<file path="config.mk">
export PLATFORM = sky130hd
export DESIGN_NAME = fetch_queue
export DESIGN_NICKNAME = d
export VERILOG_FILES = /design/src/rtl/fetch_queue_pkg.sv /design/src/rtl/fetch_queue_chk.sv /design/src/rtl/fetch_queue_ptr_ctrl.sv /design/src/rtl/fetch_queue.sv
export SDC_FILE = /design/constraint.sdc
export NUM_CORES = 1
export LEC_CHECK = 0
export CORE_UTILIZATION = 53
export DETAILED_ROUTE_END_ITERATION = 12
export GPL_ROUTABILITY_DRIVEN = 0
export PLACE_DENSITY_LB_ADDON = 0.08
export SYNTH_ARGS = -nofsm -noshare
export SYNTH_HDL_FRONTEND = slang
export SYNTH_SLANG_ARGS = --single-unit
</file>
<file path="constraint.sdc">
create_clock -name clk -period 8.9 [get_ports clk]
set_clock_uncertainty 0.15 [all_clocks]
set_input_delay 0.89 -clock clk [delete_from_list [all_inputs] [get_ports clk]]
set_output_delay 0.89 -clock clk [all_outputs]
set_load 0.03 [all_outputs]
</file>
<file path="src/rtl/fetch_queue_pkg.sv">
// Shared core definitions for the fetch/decode boundary.
// The packet record is reused by Fetch, Decode and redirect logic.
package fetch_queue_pkg;

    localparam int CORE_XLEN  = 32;
    localparam int CORE_SEQ_W = 8;

    localparam logic [CORE_XLEN-1:0] NOP_INSTR = 32'h0000_0013;

    typedef struct packed {
        logic [CORE_XLEN-1:0]  pc;
        logic [CORE_XLEN-1:0]  instr;
        logic [CORE_SEQ_W-1:0] seq;
    } fetch_pkt_t;

endpackage

</file>
<file path="src/rtl/fetch_queue_chk.sv">
// Simulation-only invariants for the fetch queue pointer logic.
module fq_checker #(
    parameter int DEPTH = 8
) (
    input logic                   clk,
    input logic                   reset,
    input logic                   wr_en,
    input logic                   rd_adv,
    input logic                   full,
    input logic                   empty,
    input logic [$clog2(DEPTH):0] head_ptr,
    input logic [$clog2(DEPTH):0] tail_ptr,
    input logic [$clog2(DEPTH):0] count
);

    localparam int PTR_W = $clog2(DEPTH) + 1;

    a_no_push_when_full: assert property (@(posedge clk) disable iff (reset) !(wr_en && full));
    a_no_pop_when_empty: assert property (@(posedge clk) disable iff (reset) !(rd_adv && empty));
    a_count_matches_ptrs: assert property (@(posedge clk) disable iff (reset)
        count == PTR_W'(tail_ptr - head_ptr));

endmodule

</file>
<file path="src/rtl/fetch_queue_ptr_ctrl.sv">
// Head/tail pointer bookkeeping for the fetch queue: occupancy, full/empty,
// and the qualified write-enable / read-advance strobes.
module fq_ptr_ctrl #(
    parameter int DEPTH = 8
) (
    input  logic                     clk,
    input  logic                     reset,
    input  logic                     flush,
    input  logic                     push_req,
    input  logic                     pop_req,
    output logic                     wr_en,
    output logic                     rd_adv,
    output logic [$clog2(DEPTH)-1:0] wr_idx,
    output logic [$clog2(DEPTH)-1:0] rd_idx,
    output logic [$clog2(DEPTH):0]   head_ptr,
    output logic [$clog2(DEPTH):0]   tail_ptr,
    output logic [$clog2(DEPTH):0]   count,
    output logic                     full,
    output logic                     empty
);

    localparam int AW    = $clog2(DEPTH);
    localparam int PTR_W = AW + 1;

    logic [PTR_W-1:0] head_r;
    logic [PTR_W-1:0] tail_r;
    logic [PTR_W-1:0] count_r;
    logic [PTR_W-1:0] head_nxt_s;
    logic [PTR_W-1:0] tail_nxt_s;
    logic [PTR_W-1:0] count_nxt_s;

    // The extra pointer MSB distinguishes a full lap from an empty queue.
    assign empty  = (head_r == tail_r);
    assign full   = (head_r[AW-1:0] == tail_r[AW-1:0]) && (head_r[AW] != tail_r[AW]);
    assign wr_en  = push_req && !full && !flush;
    assign rd_adv = pop_req && !empty && !flush;

    assign wr_idx   = tail_r[AW-1:0];
    assign rd_idx   = head_r[AW-1:0];
    assign head_ptr = head_r;
    assign tail_ptr = tail_r;
    assign count    = count_r;

    // Next-state for pointers and occupancy; flush overrides push and pop.
    always_comb begin
        head_nxt_s  = head_r;
        tail_nxt_s  = tail_r;
        count_nxt_s = count_r;
        if (flush) begin
            head_nxt_s  = '0;
            tail_nxt_s  = '0;
            count_nxt_s = '0;
        end else begin
            if (wr_en) begin
                tail_nxt_s = tail_r + PTR_W'(1);
            end else begin
                tail_nxt_s = tail_r;
            end
            if (rd_adv) begin
                head_nxt_s = head_r + PTR_W'(1);
            end else begin
                head_nxt_s = head_r;
            end
            case ({wr_en, rd_adv})
                2'b10:   count_nxt_s = count_r + PTR_W'(1);
                2'b01:   count_nxt_s = count_r - PTR_W'(1);
                default: count_nxt_s = count_r;
            endcase
        end
    end

    // Pointer and occupancy registers.
    always_ff @(posedge clk or posedge reset) begin
        if (reset) begin
            head_r  <= '0;
            tail_r  <= '0;
            count_r <= '0;
        end else begin
            head_r  <= head_nxt_s;
            tail_r  <= tail_nxt_s;
            count_r <= count_nxt_s;
        end
    end

endmodule

</file>
<file path="src/rtl/fetch_queue.sv">
// Fetch-to-decode decoupling FIFO. Stamps each accepted packet with a
// wrapping sequence id; head outputs depend only on stored state.
module fetch_queue
    import fetch_queue_pkg::*;
#(
    parameter int DEPTH = 8,
    parameter int XLEN  = CORE_XLEN,
    parameter int SEQ_W = CORE_SEQ_W
) (
    input  logic                   clk,
    input  logic                   reset,
    input  logic                   flush,
    input  logic                   enq_valid,
    input  logic [XLEN-1:0]        enq_pc,
    input  logic [XLEN-1:0]        enq_instr,
    output logic                   enq_ready,
    output logic                   deq_valid,
    output logic [XLEN-1:0]        deq_pc,
    output logic [XLEN-1:0]        deq_instr,
    output logic [SEQ_W-1:0]       deq_seq,
    input  logic                   deq_ready,
    output logic [$clog2(DEPTH):0] count
);

    localparam int AW = $clog2(DEPTH);
    localparam fetch_pkt_t EMPTY_PKT = '{pc: '0, instr: NOP_INSTR, seq: '0};

    logic             wr_en;
    logic             rd_adv;
    logic [AW-1:0]    wr_idx;
    logic [AW-1:0]    rd_idx;
    logic [AW:0]      head_ptr;
    logic [AW:0]      tail_ptr;
    logic             full;
    logic             empty;
    logic [SEQ_W-1:0] seq_ctr_r;
    fetch_pkt_t       mem_r [DEPTH];
    fetch_pkt_t       head_pkt_s;

    fq_ptr_ctrl #(.DEPTH(DEPTH)) u_ptr_ctrl (
        .clk      (clk),
        .reset    (reset),
        .flush    (flush),
        .push_req (enq_valid),
        .pop_req  (deq_ready),
        .wr_en    (wr_en),
        .rd_adv   (rd_adv),
        .wr_idx   (wr_idx),
        .rd_idx   (rd_idx),
        .head_ptr (head_ptr),
        .tail_ptr (tail_ptr),
        .count    (count),
        .full     (full),
        .empty    (empty)
    );

    fq_checker #(.DEPTH(DEPTH)) u_checker (
        .clk      (clk),
        .reset    (reset),
        .wr_en    (wr_en),
        .rd_adv   (rd_adv),
        .full     (full),
        .empty    (empty),
        .head_ptr (head_ptr),
        .tail_ptr (tail_ptr),
        .count    (count)
    );

    // Entry storage; contents are don't-care after reset or flush.
    always_ff @(posedge clk) begin
        if (wr_en) begin
            mem_r[wr_idx] <= '{pc: enq_pc, instr: enq_instr, seq: seq_ctr_r};
        end
    end

    // Sequence stamp survives flush so ids stay monotonic.
    always_ff @(posedge clk or posedge reset) begin
        if (reset) begin
            seq_ctr_r <= '0;
        end else if (wr_en) begin
            seq_ctr_r <= seq_ctr_r + SEQ_W'(1);
        end else begin
            seq_ctr_r <= seq_ctr_r;
        end
    end

    // Head view: a NOP packet when empty, else the stored head entry.
    always_comb begin
        head_pkt_s = EMPTY_PKT;
        if (empty) begin
            head_pkt_s = EMPTY_PKT;
        end else begin
            head_pkt_s = mem_r[rd_idx];
        end
    end

    assign enq_ready = !full;
    assign deq_valid = !empty;
    assign deq_pc    = head_pkt_s.pc;
    assign deq_instr = head_pkt_s.instr;
    assign deq_seq   = head_pkt_s.seq;

endmodule

</file>
## Word level (Yosys, flattened, before mapping)

Memories as Yosys holds them, arrays and structs flattened.
Cells that the tools add are included.

- Add/subtract/negate cells: 5
- Equality and inequality tests: 5
- Mux-type cells: 9
- Reduce and logical (&&, ||, !) cells: 11

Operators with widths:

| cell | count |
|---|---|
| $mux W72 | 1 |
| $mux W4 | 5 |
| $add A4 B1 Y4 const B | 3 |
| $add A8 B1 Y8 const B | 1 |
| $pmux W4 S2 | 1 |
| $logic_and A1 B1 Y1 | 5 |
| $eq A4 B4 Y1 | 1 |
| $reduce_bool A2 Y1 | 2 |
| $sub A4 B1 Y4 const B | 1 |
| $eq A3 B3 Y1 | 1 |
| $logic_not A1 Y1 | 3 |
| $reduce_bool A3 Y1 | 1 |
| $eq A2 B1 Y1 const B | 1 |
| $eq A2 B2 Y1 const B | 1 |
| $mux W1 | 2 |
| $ne A1 B1 Y1 | 1 |

- Register bits after elaboration: 20
- Bits in writable memories: 576
- Bits of input ports: 69
- Output and inout port bits: 78
- Logic and storage cells: 35
- Memories kept: 1

Memory list:

| memory | words | width | rd ports | clocked after Yosys merged registers in | wr ports | line | RTL |
|---|---|---|---|---|---|---|---|
| mem_r | 8 | 72 | 1 | 0 | 1 | fetch_queue.sv:37 | `fetch_pkt_t mem_r [DEPTH];` |

## Depth between registers and ports, before layout

- Depth in word-level cells: 8
- Depth in mapped cells: 10
- Gate-level depth less buffers: 8

## Hierarchy

Synthesis repeated with hierarchy kept, for this count alone.

- Cells, all modules: 1050
- Area, all modules: 23140.9 um^2

By module, submodules not included:

| module | times used | cells each | area each (um^2) | seq. area each (um^2) |
|---|---|---|---|---|
| fetch_queue | 1 | 970 | 22335.2 | 17496.8 |
| fq_ptr_ctrl | 1 | 80 | 805.8 | 300.3 |

## Least setup slack after synthesis

Ideal clock, no wire load.

- Kind: register to register
- From: register u_ptr_ctrl.tail_r[2] (netlist: u_ptr_ctrl.tail_ptr[2])
- To: memory mem_r[1][0] (netlist name), enable pin
- Library setup time: 0.705 ns
- Arrival: 8.957 ns
- Data required time: 8.045 ns
- Setup slack: -0.912 ns
- Cell stages (with the launch flop): 6
- Buffers on the path: 1
- Period minus slack after synthesis: 9.812 ns
- Cells stage by stage: dfrtp_1 -> buf_2 -> xor2_1 -> or4_1 -> nand3_1 -> nor4b_1

- Word-level cells in the longest chain between the ends: 7

Ends and longest elaborated chain:

| what | line | RTL |
|---|---|---|
| start, declared | fetch_queue_ptr_ctrl.sv:26 | `logic [PTR_W-1:0] tail_r;` |
| start signal, assigned | fetch_queue_ptr_ctrl.sv:80 | `tail_r <= tail_nxt_s;` |
| $eq A3 B3 Y1 | fetch_queue_ptr_ctrl.sv:34 | `assign full = (head_r[AW-1:0] == tail_r[AW-1:0]) && (head_r[AW] != tail_r[AW]);` |
| $logic_and A1 B1 Y1 | fetch_queue_ptr_ctrl.sv:34 |  |
| $logic_not A1 Y1 | n/a |  |
| named net enq_ready | fetch_queue.sv:16 | `output logic enq_ready,` |
| $logic_and A1 B1 Y1 (2 in a row) | fetch_queue_ptr_ctrl.sv:35 | `assign wr_en = push_req && !full && !flush;` |
| $mux W1 | fetch_queue.sv:71 | `if (wr_en) begin` |
| $mux W1 (not written as such) | fetch_queue.sv:72 | `mem_r[wr_idx] <= '{pc: enq_pc, instr: enq_instr, seq: seq_ctr_r};` |
| end, declared | fetch_queue.sv:37 |  |

The timed path passes the listed nets, and every way through them passes these cells.

## Worst setup path after layout

- From: register u_ptr_ctrl.head_r[0] (netlist: u_ptr_ctrl.head_ptr[0])
- To: output deq_pc[28]

- Word-level cells in the longest chain between the ends: 2
- Elaborated cells on any way between the ends: 3
- Those cells by class: 1 x eq/ne; 1 x mux; 1 x memory

Ends and longest elaborated chain:

| what | line | RTL |
|---|---|---|
| start, declared | fetch_queue_ptr_ctrl.sv:25 | `logic [PTR_W-1:0] head_r;` |
| start signal, assigned | fetch_queue_ptr_ctrl.sv:79 | `head_r <= head_nxt_s;` |
| $mem_v2 Z8 W72 / $eq A4 B4 Y1 (equally long branches) | n/a |  |
| $mux W72 (*) | fetch_queue.sv:90 | `if (empty) begin` |
| end, declared | fetch_queue.sv:18 | `output logic [XLEN-1:0] deq_pc,` |

Mark *: on every way between the ends. The rest lies on a longest branch, timed or not.

==> impl_results.md <==
* Layout cells sized above 1 at 0.221
* WHS Path Cells at 2
* Worst-path maximum fanout at 36
* Clk buf depth at 3
* Met3 WL at 2000 um
* Initial core utilization at 0.543
* H-tree levels at 2
* Highest-delay cell along the critical path: dfrtp_4
* Post-synth top area share at 0.752
* R2r setup slk at 4.69 ns
* Initial antenna violation count at 2
* Simple-Gate Fraction of Synth Area at 0.0226
* Worst hold path class: reg2reg
* Area contributors post-synth: edfxtp_1 (75%), mux4_2 (14%), mux2i_1 (3.3%)
* CP delay by family, top: buffers and inverters
* P_leak at 8.46 nW
* Routed wl met2 at 21800 um
* Startpoint types: register
* Final setup TNS at 0 ns
* PostCTS Resize Cnt at 0
* EDFF count, synth at 576
* Fin nets at 1283
* Clock Tree Root: clkbuf_16
* Tmin final at 5.56 ns
* Wl on met1 at 19400 um
* Layout area overhead at 18.2%
* Critical path type: reg2out
* Synth Area in Compound Gates at 0.00631
* Rel. slew slack at 0.257
* CP Depth at 6
* CTS tree: done
* Mapped cell area at 23000 um^2
* Yosys cell types at 41
* Detail Placement HPWL at 22400 um
* I/O Pins at 147
* Hold Vio Cnt, Final at 0
* Most used cell, CP: buf_4
* Setup crit end: deq_pc[28]
* Crit path DAT at 4.52 ns
* CP Cell Sequence: buf_4 -> buf_4 -> mux4_2 -> mux2i_1 -> nor2_1 -> clkdlybuf4s50_1
* Top FF cell, synth: edfxtp_1
* RSZ-0062 raised after global routing: false
* Drt via density at 5.73
* Outcome: completed
* Total GRT Usage at 0.207
* Warnings, synthesis at 0
* Die Span X at 210 um
* First-pass GRT wire length at 67700 um
* Largest family of logic cells by synthesized area: multiplexers
* Maximum number of pins on one net before global-route repair at 69
* Vias in the first global route at 11300
* Worst VDD drop at 0.000201 V
* Fmax at 180 MHz
* Drt drc at 0
* Syn Area/Cell at 22.2 um^2
* Final setup viols at 0
* Bufs and invs on worst path at 3
* Slew @ Worst Pin at 1.11 ns
* Mux share of post-synthesis cell area at 0.175
* DRT antenna net count at 0
* Post-Synth Adder-Cell Area at 0.00272
* CP startpoint: u_ptr_ctrl.head_ptr[0]
* DRT iter0 DRCs at 726
* Most frequent cell after synthesis: edfxtp_1
* Core outline area at 42300 um^2
* Reg2Reg Depth at 6
* FP Rows at 75
* Final Max Tran Viols at 0
* Synth Instances at 1035
* Clock latency on the worst-skew pair at 0.60 ns
* CP endpoint kind: output port
* Max Cap Viol at 0
* Req. time, crit path at 7.86 ns
* Fin crit share at 0.624
* Highest routed layer: met5
* Setup bufs post-CTS at 0
* Port bufs at 146
* FF-to-FF End: mem_r[6][59]
* Seq cells post-synth at 596
* Power per cell area at 260 nW/um^2
* Via count at 10500
* Post-synth ARST share at 0.0336
* WL/cell at 23.9 um
* Total die area at 44200 um^2
* # diodes at 0
* CTS buffer count at 59
* Post-synthesis xor/xnor area fraction at 0.00827
* Pre-antenna DRT Iters at 4
* Clock-pin slew on the worst setup and hold paths at 0.06 ns
* Global route overflow at 0
* Synthesized Nets at 1109
* Reg-to-Reg Start: u_ptr_ctrl.head_ptr[2]
* Clock Sinks at 596
* Synth area leader: edfxtp_1
* Total power at 7.05 mW
* Register area share after synthesis at 0.774
* Hold-fix buffers, CTS at 0
* Die height at 210 um
* Synth top cells by count: edfxtp_1 (576), mux4_2 (144), nor2_1 (80)
* CP peak stage delay at 0.83 ns
* Total wire length at 43900 um
logic make-up (layout without fill, tap and decap cells):
family / after synthesis / after routing
flip-flops: 596 / 596
multiplexers: 221 / 221
AND/OR/NAND/NOR: 119 / 119
buffers and inverters: 59 / 284
XOR/XNOR: 20 / 20
AO/OA/AOI/OAI: 15 / 15
adder cells (fa/ha/maj): 5 / 5
cell type report:
cell class	count	area (um^2)
tap	577	722
fill	2906	15100
inverter	3	11.3
timing repair buffer	169	1630
sequential	596	17800
multi-input combinational	380	4980
clock inverter	40	432
clock buffer	72	1590
metal layers:
layer	track usage	up-vias
li1	-	4651
met1	0.290	5585
met2	0.342	231
met3	0.0334	60
met4	0.0571	4
met5	0	-
worst reg2reg max path: cells and delay by family, from the launching register on:
| kind | cells | cell delay (ns) |
|---|---|---|
| DFF | 1 | 1.12 |
| and+or+nand+nor | 3 | 0.92 |
| buffers and inverters | 1 | 0.83 |
| xor gates and xnor gates | 1 | 0.53 |
| AOI/OAI and AO/OA | 1 | 0.25 |
power breakdown:
part           switching (mW)  total [mW]  internal (mW)  leakage, nW
clock                    1.02        2.54           1.53         1.00
combinational           0.677        1.25          0.576         1.97
sequential             0.0894        3.26           3.17         5.49
sequential cells by signal, indices dropped and copies added (netlist names):
name	cells
mem_r	576
u_ptr_ctrl.head_ptr	4
u_ptr_ctrl.count	4
u_ptr_ctrl.tail_ptr	4
seq_ctr_r	8
cells in the final DEF, fill, tap and decap left out, types with 2 or more instances in the layout:
cell / n
edfxtp_1: 576
clkdlybuf4s50_1: 146
mux4_2: 144
nor2_1: 80
mux2i_1: 75
clkbuf_16: 60
buf_4: 23
dfrtp_1: 17
clkinv_2: 14
clkinv_1: 13
xor2_1: 10
nand2_1: 10
bufinv_16: 9
xnor2_1: 8
clkbuf_1: 8
nand3_1: 5
ha_1: 5
nand4_1: 4
clkbuf_8: 4
nor3_1: 3
inv_1: 3
nor3_2: 3
dfrtp_4: 3
xor2_2: 2
and3_1: 2
nor4_2: 2
nor3b_2: 2
nor4b_2: 2
o21ai_0: 2
nor2b_1: 2
mux2_2: 2
inv_6: 2
through the flow:
| stage | std cells | cell area [um^2] | utilization | setup slack (ns) | hold slack (ns) |
|---|---|---|---|---|---|
| after detailed placement | 1725 | 25200 | 0.594 | 3.85 | 0.437 |
| after floorplan | 1035 | 23000 | - | -0.912 | 0.392 |
| after global placement | 1725 | 25200 | 0.594 | 3.86 | 0.430 |
| after global routing | 1837 | 27200 | 0.642 | 3.00 | 0.524 |
| after CTS | 1837 | 27200 | 0.642 | 3.18 | 0.457 |
| final | 1837 | 27200 | 0.642 | 3.34 | 0.452 |
worst min-delay path by stage:
stage                                      start                endpoint  slack [ns]
after detailed placement  u_ptr_ctrl.head_ptr[3]  u_ptr_ctrl.head_ptr[3]        0.44
after global placement    u_ptr_ctrl.head_ptr[3]  u_ptr_ctrl.head_ptr[3]        0.43
after floorplan                     seq_ctr_r[7]            seq_ctr_r[7]        0.39
after global routing         u_ptr_ctrl.count[3]     u_ptr_ctrl.count[3]        0.52
after CTS                 u_ptr_ctrl.head_ptr[3]  u_ptr_ctrl.head_ptr[3]        0.46
final                     u_ptr_ctrl.head_ptr[3]  u_ptr_ctrl.head_ptr[3]        0.45
(Power assumes the default switching activity.)
